--- src/rtl/anton_neopixel_rx_pkg.sv ---
// Shared NeoPixel definitions: receiver state encoding and default line timing
// at a 10 MHz sample clock, common to the transmitter and receiver.
package anton_neopixel_rx_pkg;

  typedef enum logic [1:0] {
    SYNC_WAIT = 2'd0,
    IDLE      = 2'd1,
    HIGH      = 2'd2,
    LOW       = 2'd3
  } rx_state_t;

  localparam int PIXEL_W             = 24;
  localparam int DEF_RESET_TICKS     = 500;
  localparam int DEF_T1_MIN          = 6;
  localparam int DEF_HIGH_MIN        = 2;
  localparam int DEF_HIGH_MAX        = 10;
  localparam int DEF_PIXELS_BITS     = 3;

endpackage

--- src/rtl/anton_neopixel_rx_assembler.sv ---
// Collects decoded bits LSB-first into a 24-bit word and hands completed
// pixels to the consumer through a single holding register with valid/ready.
module anton_neopixel_rx_assembler
  import anton_neopixel_rx_pkg::*;
#(
  parameter int PIXELS_BITS = DEF_PIXELS_BITS
) (
  input  logic                   i_clk,
  input  logic                   i_rst,
  input  logic                   i_bit_vld,
  input  logic                   i_bit,
  input  logic                   i_discard,
  input  logic                   i_idx_clr,
  input  logic                   i_ready,
  output logic [PIXEL_W-1:0]     o_data,
  output logic                   o_valid,
  output logic [PIXELS_BITS-1:0] o_index,
  output logic                   o_overflow,
  output logic                   o_partial
);

  logic [PIXEL_W-1:0]     r_shift;
  logic [4:0]             r_bitcnt;
  logic [PIXEL_W-1:0]     r_hold;
  logic                   r_valid;
  logic [PIXELS_BITS-1:0] r_hold_idx;
  logic [PIXELS_BITS-1:0] r_pix_idx;
  logic                   r_ovf;
  logic                   w_complete;
  logic                   w_free;

  assign w_complete = i_bit_vld && (r_bitcnt == 5'd23);
  assign w_free     = !r_valid || i_ready;

  always_ff @(posedge i_clk or posedge i_rst) begin
    if (i_rst) begin
      r_shift    <= '0;
      r_bitcnt   <= '0;
      r_hold     <= '0;
      r_valid    <= 1'b0;
      r_hold_idx <= '0;
      r_pix_idx  <= '0;
      r_ovf      <= 1'b0;
    end else begin
      r_ovf <= 1'b0;
      if (w_complete) begin
        r_shift   <= '0;
        r_bitcnt  <= '0;
        // A dropped pixel still occupies its slot in the frame
        r_pix_idx <= r_pix_idx + 1'b1;
        if (w_free) begin
          r_hold     <= {i_bit, r_shift[PIXEL_W-1:1]};
          r_hold_idx <= r_pix_idx;
        end else begin
          r_ovf <= 1'b1;
        end
      end else if (i_bit_vld) begin
        r_shift  <= {i_bit, r_shift[PIXEL_W-1:1]};
        r_bitcnt <= r_bitcnt + 5'd1;
      end else if (i_discard) begin
        r_shift  <= '0;
        r_bitcnt <= '0;
      end
      if (i_idx_clr) begin
        r_pix_idx <= '0;
      end
      if (w_complete && w_free) begin
        r_valid <= 1'b1;
      end else if (i_ready) begin
        r_valid <= 1'b0;
      end
    end
  end

  assign o_data     = r_hold;
  assign o_valid    = r_valid;
  assign o_index    = r_hold_idx;
  assign o_overflow = r_ovf;
  assign o_partial  = (r_bitcnt != 5'd0);

endmodule

--- src/rtl/anton_neopixel_rx.sv ---
// NeoPixel serial receiver: synchronizes the line, measures high/low times,
// decodes bits and frame gaps, and reports pulse-width and overflow errors.
module anton_neopixel_rx
  import anton_neopixel_rx_pkg::*;
#(
  parameter int RESET_TICKS = DEF_RESET_TICKS,
  parameter int T1_MIN      = DEF_T1_MIN,
  parameter int HIGH_MIN    = DEF_HIGH_MIN,
  parameter int HIGH_MAX    = DEF_HIGH_MAX,
  parameter int PIXELS_BITS = DEF_PIXELS_BITS
) (
  input  logic                   CLK_10MHZ,
  input  logic                   RESET,
  input  logic                   NEO_DATA,
  input  logic                   PIXEL_READY,
  output logic [PIXEL_W-1:0]     PIXEL_DATA,
  output logic                   PIXEL_VALID,
  output logic [PIXELS_BITS-1:0] PIXEL_INDEX,
  output logic                   FRAME_END,
  output logic                   ERR_CODE,
  output logic                   ERR_OVERFLOW
);

  localparam int WW = $clog2(HIGH_MAX + 2) + 1;
  localparam int LW = $clog2(RESET_TICKS + 1) + 1;

  logic            r_sync1, r_sync2, r_sync3;
  logic            w_rise, w_fall;
  rx_state_t       r_state, w_state_nxt;
  logic [WW-1:0]   r_width;
  logic [LW-1:0]   r_low;
  int              w_hlen;
  logic            w_width_clr, w_low_clr;
  logic            w_bit_vld, w_bit, w_discard, w_idx_clr;
  logic            w_frame_end, w_err, w_partial;
  logic            r_frame_end, r_err;

  assign w_rise = r_sync2 && !r_sync3;
  assign w_fall = !r_sync2 && r_sync3;
  // r_width excludes the rising-edge clock, so add it back for the true length
  assign w_hlen = int'(r_width) + 1;

  always_ff @(posedge CLK_10MHZ or posedge RESET) begin
    if (RESET) begin
      r_sync1     <= 1'b0;
      r_sync2     <= 1'b0;
      r_sync3     <= 1'b0;
      r_state     <= SYNC_WAIT;
      r_width     <= '0;
      r_low       <= '0;
      r_frame_end <= 1'b0;
      r_err       <= 1'b0;
    end else begin
      r_sync1     <= NEO_DATA;
      r_sync2     <= r_sync1;
      r_sync3     <= r_sync2;
      r_state     <= w_state_nxt;
      r_frame_end <= w_frame_end;
      r_err       <= w_err;
      if (w_width_clr) begin
        r_width <= '0;
      end else if (r_state == HIGH && r_sync2 && r_width != '1) begin
        r_width <= r_width + 1'b1;
      end
      if (w_low_clr) begin
        r_low <= '0;
      end else if (!r_sync2 && (r_state == SYNC_WAIT || r_state == LOW) && r_low != '1) begin
        r_low <= r_low + 1'b1;
      end
    end
  end

  always_comb begin
    w_state_nxt = r_state;
    w_width_clr = 1'b0;
    w_low_clr   = 1'b0;
    w_bit_vld   = 1'b0;
    w_bit       = 1'b0;
    w_discard   = 1'b0;
    w_idx_clr   = 1'b0;
    w_frame_end = 1'b0;
    w_err       = 1'b0;
    case (r_state)
      SYNC_WAIT: begin
        w_discard = 1'b1;
        w_idx_clr = 1'b1;
        if (r_sync2) begin
          w_low_clr = 1'b1;
        end else if (int'(r_low) + 1 >= RESET_TICKS) begin
          w_low_clr   = 1'b1;
          w_state_nxt = IDLE;
        end
      end
      IDLE: begin
        if (w_rise) begin
          w_width_clr = 1'b1;
          w_state_nxt = HIGH;
        end
      end
      HIGH: begin
        if (w_fall) begin
          if (w_hlen < HIGH_MIN || w_hlen > HIGH_MAX) begin
            w_err       = 1'b1;
            w_discard   = 1'b1;
            w_low_clr   = 1'b1;
            w_state_nxt = SYNC_WAIT;
          end else begin
            w_bit_vld   = 1'b1;
            w_bit       = (w_hlen >= T1_MIN);
            w_low_clr   = 1'b1;
            w_state_nxt = LOW;
          end
        end else if (w_hlen + 1 > HIGH_MAX) begin
          // Still high and already too long: abort without waiting for the fall
          w_err       = 1'b1;
          w_discard   = 1'b1;
          w_low_clr   = 1'b1;
          w_state_nxt = SYNC_WAIT;
        end
      end
      LOW: begin
        if (w_rise) begin
          w_width_clr = 1'b1;
          w_state_nxt = HIGH;
        end else if (!r_sync2 && int'(r_low) + 1 >= RESET_TICKS) begin
          w_frame_end = 1'b1;
          w_err       = w_partial;
          w_discard   = 1'b1;
          w_idx_clr   = 1'b1;
          w_state_nxt = IDLE;
        end
      end
      default: w_state_nxt = SYNC_WAIT;
    endcase
  end

  anton_neopixel_rx_assembler #(
    .PIXELS_BITS (PIXELS_BITS)
  ) u_assembler (
    .i_clk      (CLK_10MHZ),
    .i_rst      (RESET),
    .i_bit_vld  (w_bit_vld),
    .i_bit      (w_bit),
    .i_discard  (w_discard),
    .i_idx_clr  (w_idx_clr),
    .i_ready    (PIXEL_READY),
    .o_data     (PIXEL_DATA),
    .o_valid    (PIXEL_VALID),
    .o_index    (PIXEL_INDEX),
    .o_overflow (ERR_OVERFLOW),
    .o_partial  (w_partial)
  );

  assign FRAME_END = r_frame_end;
  assign ERR_CODE  = r_err;

endmodule

--- config.mk ---
export PLATFORM = sky130hd
export DESIGN_NAME = anton_neopixel_rx
export DESIGN_NICKNAME = d
export VERILOG_FILES = /design/src/rtl/anton_neopixel_rx_pkg.sv /design/src/rtl/anton_neopixel_rx_assembler.sv /design/src/rtl/anton_neopixel_rx.sv
export SDC_FILE = /design/constraint.sdc
export NUM_CORES = 1
export LEC_CHECK = 0
export CAP_MARGIN = 20
export CELL_PAD_IN_SITES_DETAIL_PLACEMENT = 2
export CELL_PAD_IN_SITES_GLOBAL_PLACEMENT = 2
export CORE_UTILIZATION = 39
export CTS_CLUSTER_SIZE = 16
export DETAILED_ROUTE_END_ITERATION = 16
export HOLD_SLACK_MARGIN = 0.02
export PLACE_DENSITY_LB_ADDON = 0.15
export SYNTH_ARGS = -nofsm -noshare
export SYNTH_HDL_FRONTEND = slang
export SYNTH_SLANG_ARGS = --single-unit
--- constraint.sdc ---
create_clock -name CLK_10MHZ -period 3.9 [get_ports CLK_10MHZ]
set_input_delay 0.78 -clock CLK_10MHZ [delete_from_list [all_inputs] [get_ports CLK_10MHZ]]
set_output_delay 0.78 -clock CLK_10MHZ [all_outputs]
set_load 0.01 [all_outputs]
=== Word-level counts from Yosys, hierarchy flattened ===
Cells that the tools add are included.

* Flip-flop bits (word level): 83
* Output and inout bits: 31
* Input bits: 4
* Word-level logic and storage cells: 111

* Multiplexer cells: 48
* Add/subtract/negate cells: 7
* Order comparisons: 5
* Reduce and logical (&&, ||, !) cells: 25
* Eq/ne operators: 11

{| class="wikitable"
|+ Operator list
! kind !! number
|-
| $mux W24 || 3
|-
| $mux W5 || 5
|-
| $mux W1 || 23
|-
| $mux W10 || 2
|-
| $mux W2 || 8
|-
| $add A10 B1 Y11 const B || 1
|-
| $ge A11 B9 Y1 const B || 1
|-
| $add A10 B1 Y10 const B || 1
|-
| $add A5 B1 Y5 const B || 2
|-
| $ne A10 B10 Y1 const B || 1
|-
| $logic_and A1 B1 Y1 || 9
|-
| $pmux W2 S4 || 1
|-
| $reduce_bool A2 Y1 || 4
|-
| $add A6 B1 Y7 const B || 1
|-
| $gt A7 B4 Y1 const B || 1
|-
| $add A5 B1 Y6 const B || 1
|-
| $ge A6 B3 Y1 const B || 1
|-
| $gt A6 B4 Y1 const B || 1
|-
| $lt A6 B2 Y1 const B || 1
|-
| $mux W3 || 2
|-
| $ne A3 B2 Y1 const B || 2
|-
| $pmux W1 S2 || 3
|-
| $eq A5 B5 Y1 const B || 1
|-
| $ne A5 B5 Y1 const B || 1
|-
| other kinds (14) || 20
|}

=== Longest topological paths before layout ===
* Word-level depth: 9
* Mapped depth: 14
* Depth with buffers taken out: 10

=== Cells and area by module ===
From an unflattened synthesis, not the netlist that was laid out.

* Cell total of the unflattened synthesis: 360
* Area total of the unflattened synthesis: 4052.6 um^2

{| class="wikitable"
|+ Modules (own cells, without submodules)
! module !! instances !! area an instance (um^2) !! cells each !! sequential area each (um^2)
|-
| anton_neopixel_rx_assembler || 1 || 2342.2 || 161 || 1501.4
|-
| anton_neopixel_rx || 1 || 1710.4 || 199 || 550.5
|}

=== Worst setup path before layout ===
No wires, ideal clock.

* Path kind: register to register
* Start point: register r_width[1]
* End point: register u_assembler.r_shift[10]
* Required time: 3779 ps
* Setup time: 121 ps
* Clock period less this slack: 3225 ps
* Buffers on the path: 4
* Arrival time: 3104 ps
* Stages on the path, launching flop included: 15
* Setup slack: 675 ps
* Cell sequence: dfrtp_1 ha_1 buf_2 buf_2 and3_1 ha_1 buf_4 inv_2 and3_1 nor4_2 nor4b_2 o31ai_2 a21oi_4 buf_6 a22o_1

* Word-level cells in the longest chain between the ends: 8
* Elaborated cells on any way between the ends: 17
* Classes of those cells: add/sub (2); order compare (3); mux (9); reduce/logical (3)

{| class="wikitable"
|+ RTL lines
! element !! line !! source
|-
| start, declared || anton_neopixel_rx.sv:30 || <nowiki>logic [WW-1:0] r_width;</nowiki>
|-
| start signal, assigned || anton_neopixel_rx.sv:63 || <nowiki>r_width <= r_width + 1'b1;</nowiki>
|-
| $add A5 B1 Y6 (*) || anton_neopixel_rx.sv:41 || <nowiki>assign w_hlen = int'(r_width) + 1;</nowiki>
|-
| branches (longest 7 deep; another with $add A6 B1 Y7) || -- ||
|-
| end signal, assigned || anton_neopixel_rx_assembler.sv:58 || <nowiki>r_shift <= {i_bit, r_shift[PIXEL_W-1:1]};</nowiki>
|-
| end, declared || anton_neopixel_rx_assembler.sv:22 || <nowiki>logic [PIXEL_W-1:0] r_shift;</nowiki>
|}

Every way passes the cells marked *.
A chain may end at the register's enable or synchronous reset.

=== Final worst setup path ===
* Start point: register r_width[1]
* End point: register u_assembler.r_bitcnt[0]

* Word-level cells in the longest chain between the ends: 8
* Elaborated cells on any way between the ends: 17
* Classes of those cells: add/sub (2); order compare (3); mux (9); reduce/logical (3)

{| class="wikitable"
|+ RTL lines
! element !! line !! source
|-
| $add A5 B1 Y6 (*) || anton_neopixel_rx.sv:41 ||
|-
| branches (longest 7 deep; another with $add A6 B1 Y7) || -- ||
|-
| end signal, assigned || anton_neopixel_rx_assembler.sv:59 || <nowiki>r_bitcnt <= r_bitcnt + 5'd1;</nowiki>
|-
| end, declared || anton_neopixel_rx_assembler.sv:23 || <nowiki>logic [4:0] r_bitcnt;</nowiki>
|}

Marks and branches as above.

==> flow_metrics.tcl <==
set metrics [dict create \
    status "complete, no violations" \
    clock_latency_ns 0.36 \
    via_per_inst 5.422 \
    hold_path.class "reg2reg" \
    fmax_ghz 0.2855 \
    switching_power_w 0.0003399 \
    fin_skew_ns 0.005965 \
    synthTopCellsByArea "dfrtp_1, mux2_1, a22o_1, ha_1, nor2_1" \
    slew_headroom_pct 31.62 \
    syn_area_sq_mm 0.004069 \
    antenna_cells 0 \
    synthFlopType "dfrtp_1" \
    yosysTopAreaCellShare_pct 50.43 \
    groute.usage.overall_pct 19.17 \
    synthArstFlopShare_pct 100.0 \
    fin_nets 417 \
    tightest_slew_ns 1.025 \
    die_x_um 104.1 \
    p_comb_share_pct 2.4 \
    antenna_found_initial 0 \
    setup_viol 0 \
    cts_tree "yes" \
    gp_congestion 0.7695 \
    syn_to_final_growth_pct 16.88 \
    hold_viol_final 0 \
    cts.sinks 82 \
    critPathArrivalTime_ns 3.80 \
    fin_crit_ns 3.502 \
    cts_buffer_depth 2 \
    finalCritPeriodShare_pct 89.81 \
    p_leak_nw 2.203 \
    synthTopCellsByCount "dfrtp_1, nor2_1, mux2_1, a22o_1, nand2_1" \
    port-buffer-count 34 \
    drt.antenna.violating_nets 0 \
    drive_above_1_share_pct 10.86 \
    path_class "reg2reg" \
    grt_max_degree 34 \
    ys_ff_latch 82 \
    gr-total-overflow 0 \
    cts_max_level 3 \
    power_density_mw_per_mm2 318.6 \
    drc_errors 0 \
    synth_seq_area_share_pct 50.43 \
    pin_count 35 \
    grt_pass1_wl_um 16450 \
    ir_worst_vdd_uv 134.8 \
    seqPwrFrac_pct 56.6 \
    yosysWarnings 0 \
    hpwlAfterDp_um 6951 \
    rsz0062_at_grt "false" \
    clkPwrFrac_pct 40.9 \
    syn_nets 376 \
    drtPass1Iterations 4 \
    post_cts_resized 0 \
    drt_iter0_markers 56 \
    post-cts-setup-buffers 0 \
    final_util_pct 47.78 \
    end_kind "register" \
    yosysMostFrequentCell "dfrtp_1" \
    start_util_pct 40.87 \
    syn_area_per_cell_sq_um 11.30 \
    cts_buffers 9 \
    cts.clk_slew.worst_paths_ns 0.08 \
    synth_largest_area_cell "dfrtp_1" \
    synth_edf_count 0 \
    worst_setup_path_start_kind "register" \
    wl_per_cell_um 17.75 \
    switching_share_pct 22.43 \
    first_global_vias 3194 \
    hold_buffers 0 \
    root_buffer "clkbuf_8" \
    die_y_um 104.1 \
    drt-total-wl_um 9550 \
    vias 2917 \
    die-area_sq_mm 0.01085 \
    maxCapViolations 0 \
    final.setup.tns_ns 0 \
    intPower_w 0.001175 \
    synthCells 360 \
    core-area_sq_mm 0.009955 \
    path_max_fanout 26 \
    required_ns 4.19 \
    drv_slew 0 \
    ys_types 64 \
    rows 36 \
]
## area by class of cell
class                           count  area (sq um)
Timing Repair Buffer               46         442.9
Sequential cell                    82          2052
Tap cell                          133         166.4
Inverter                           18         68.82
Clock buffer                       11         141.4
Fill cell                         992          5199
Clock inverter                      4         52.55
Multi-Input combinational cell    244          1832
## critical path, stage by stage (launching register included)
cell	delay, ns
dfrtp_1	0.46
ha_1	0.22
and3_1	0.18
ha_1	0.41
inv_2	0.16
and3_1	0.19
nor4_2	0.07
nor4b_2	0.46
nand2_1	0.16
nor2_2	0.79
mux2_2	0.32
## path summary, 6_finish.rpt
path                                        startpoint                             endpoint  slack [ns]  cells past startpoint
worst max-delay path            r_width[1]$_DFFE_PP0P_  u_assembler.r_bitcnt[0]$_DFFE_PP0P_        0.40                     10
worst min-delay path                 r_sync1$_DFF_PP0_                    r_sync2$_DFF_PP0_        0.36                      0
worst max register to register  r_width[1]$_DFFE_PP0P_  u_assembler.r_bitcnt[0]$_DFFE_PP0P_        0.40                     10
worst min register to register       r_sync1$_DFF_PP0_                    r_sync2$_DFF_PP0_        0.36                      0
max in group asynchronous                        RESET   u_assembler.o_data[18]$_DFFE_PP0P_        2.35                      3
min in group asynchronous                        RESET   u_assembler.r_shift[2]$_DFFE_PP0P_        0.80                      2
## sequential cells by signal, indices dropped and copies added, names as in the netlist, 2 cells and up
name                   flops
r_low                     10
r_state                    2
r_width                    5
u_assembler.o_data        24
u_assembler.o_index        3
u_assembler.r_bitcnt       5
u_assembler.r_pix_idx      3
u_assembler.r_shift       23
## layer usage
layer | track usage (%) | part of all wire, % | up-vias
li1 | - | - | 1370
met2 | 32.81 | 51 | 28
met5 | 0 | 0 | -
met4 | 7.041 | 1.5 | 0
met1 | 24.41 | 46 | 1506
met3 | 3.070 | 1.9 | 13
## through the flow
step | cell area [sq um] | cells | hold WS (ns) | worst slack (ns) | power [W]
floorplan | 4069 | 360 | 0.3312 | 0.6751 | 0.0008987
global placement | 4562 | 523 | 0.3319 | 0.5637 | 0.0009128
detailed placement | 4562 | 523 | 0.3416 | 0.4344 | 0.0009142
CTS | 4756 | 538 | 0.3609 | 0.3592 | 0.001540
global route | 4756 | 538 | 0.3731 | 0.1312 | 0.001573
finish | 4756 | 538 | 0.3631 | 0.3976 | 0.001515
## layout by cell type, fill, tap and decap left out, drive strengths merged, types with 2 or more instances in the layout
master         synthesis  routed
a31o                   2       2
and3b                  2       2
nor3                   2       2
or3                    4       4
o21ai                 22      22
mux2i                  4       4
nor2b                  5       5
a31oi                  4       4
nand2b                 3       3
xor2                   9       9
inv                   18      17
clkdlybuf4s50          0      34
dfrtp                 82      82
mux2                  29      29
a211oi                 2       2
and3                   5       5
nor2                  32      32
a21oi                  7       7
or2                    2       2
a22o                  25      25
buf                   15      12
xnor2                  6       6
o211ai                 2       2
nor4b                  2       2
o311a                  2       2
nor4                   3       3
and2                   3       3
nand3                  6       6
clkbuf                 1      11
ha                    12      12
nand2                 23      23
clkinv                 0       4
a211o                  2       2
nand3b                 4       4
## kinds of logic (layout without fill, tap and decap cells)
| kind of cell | Yosys count | in the layout | share of synthesized area (%) |
|---|---|---|---|
| simple gates | 102 | 102 | 13.62 |
| compound gates | 82 | 82 | 15.47 |
| buf+inv | 34 | 79 | 4.551 |
| mux | 33 | 33 | 9.010 |
| flops | 82 | 82 | 50.43 |
| fa+ha+maj | 12 | 12 | 3.690 |
| xor+xnor | 15 | 15 | 3.229 |
## power by group through the flow
stage	registers, W	logic, W	clock network, W
after floorplan	0.000873	0.0000258	0
after global placement	0.000875	0.0000380	0
after detailed placement	0.000875	0.0000390	0
after CTS	0.000858	0.0000389	0.000643
after global routing	0.000859	0.0000426	0.000672
final	0.000858	0.0000367	0.000621
No activity file was read; power rests on OpenSTA's default activity.
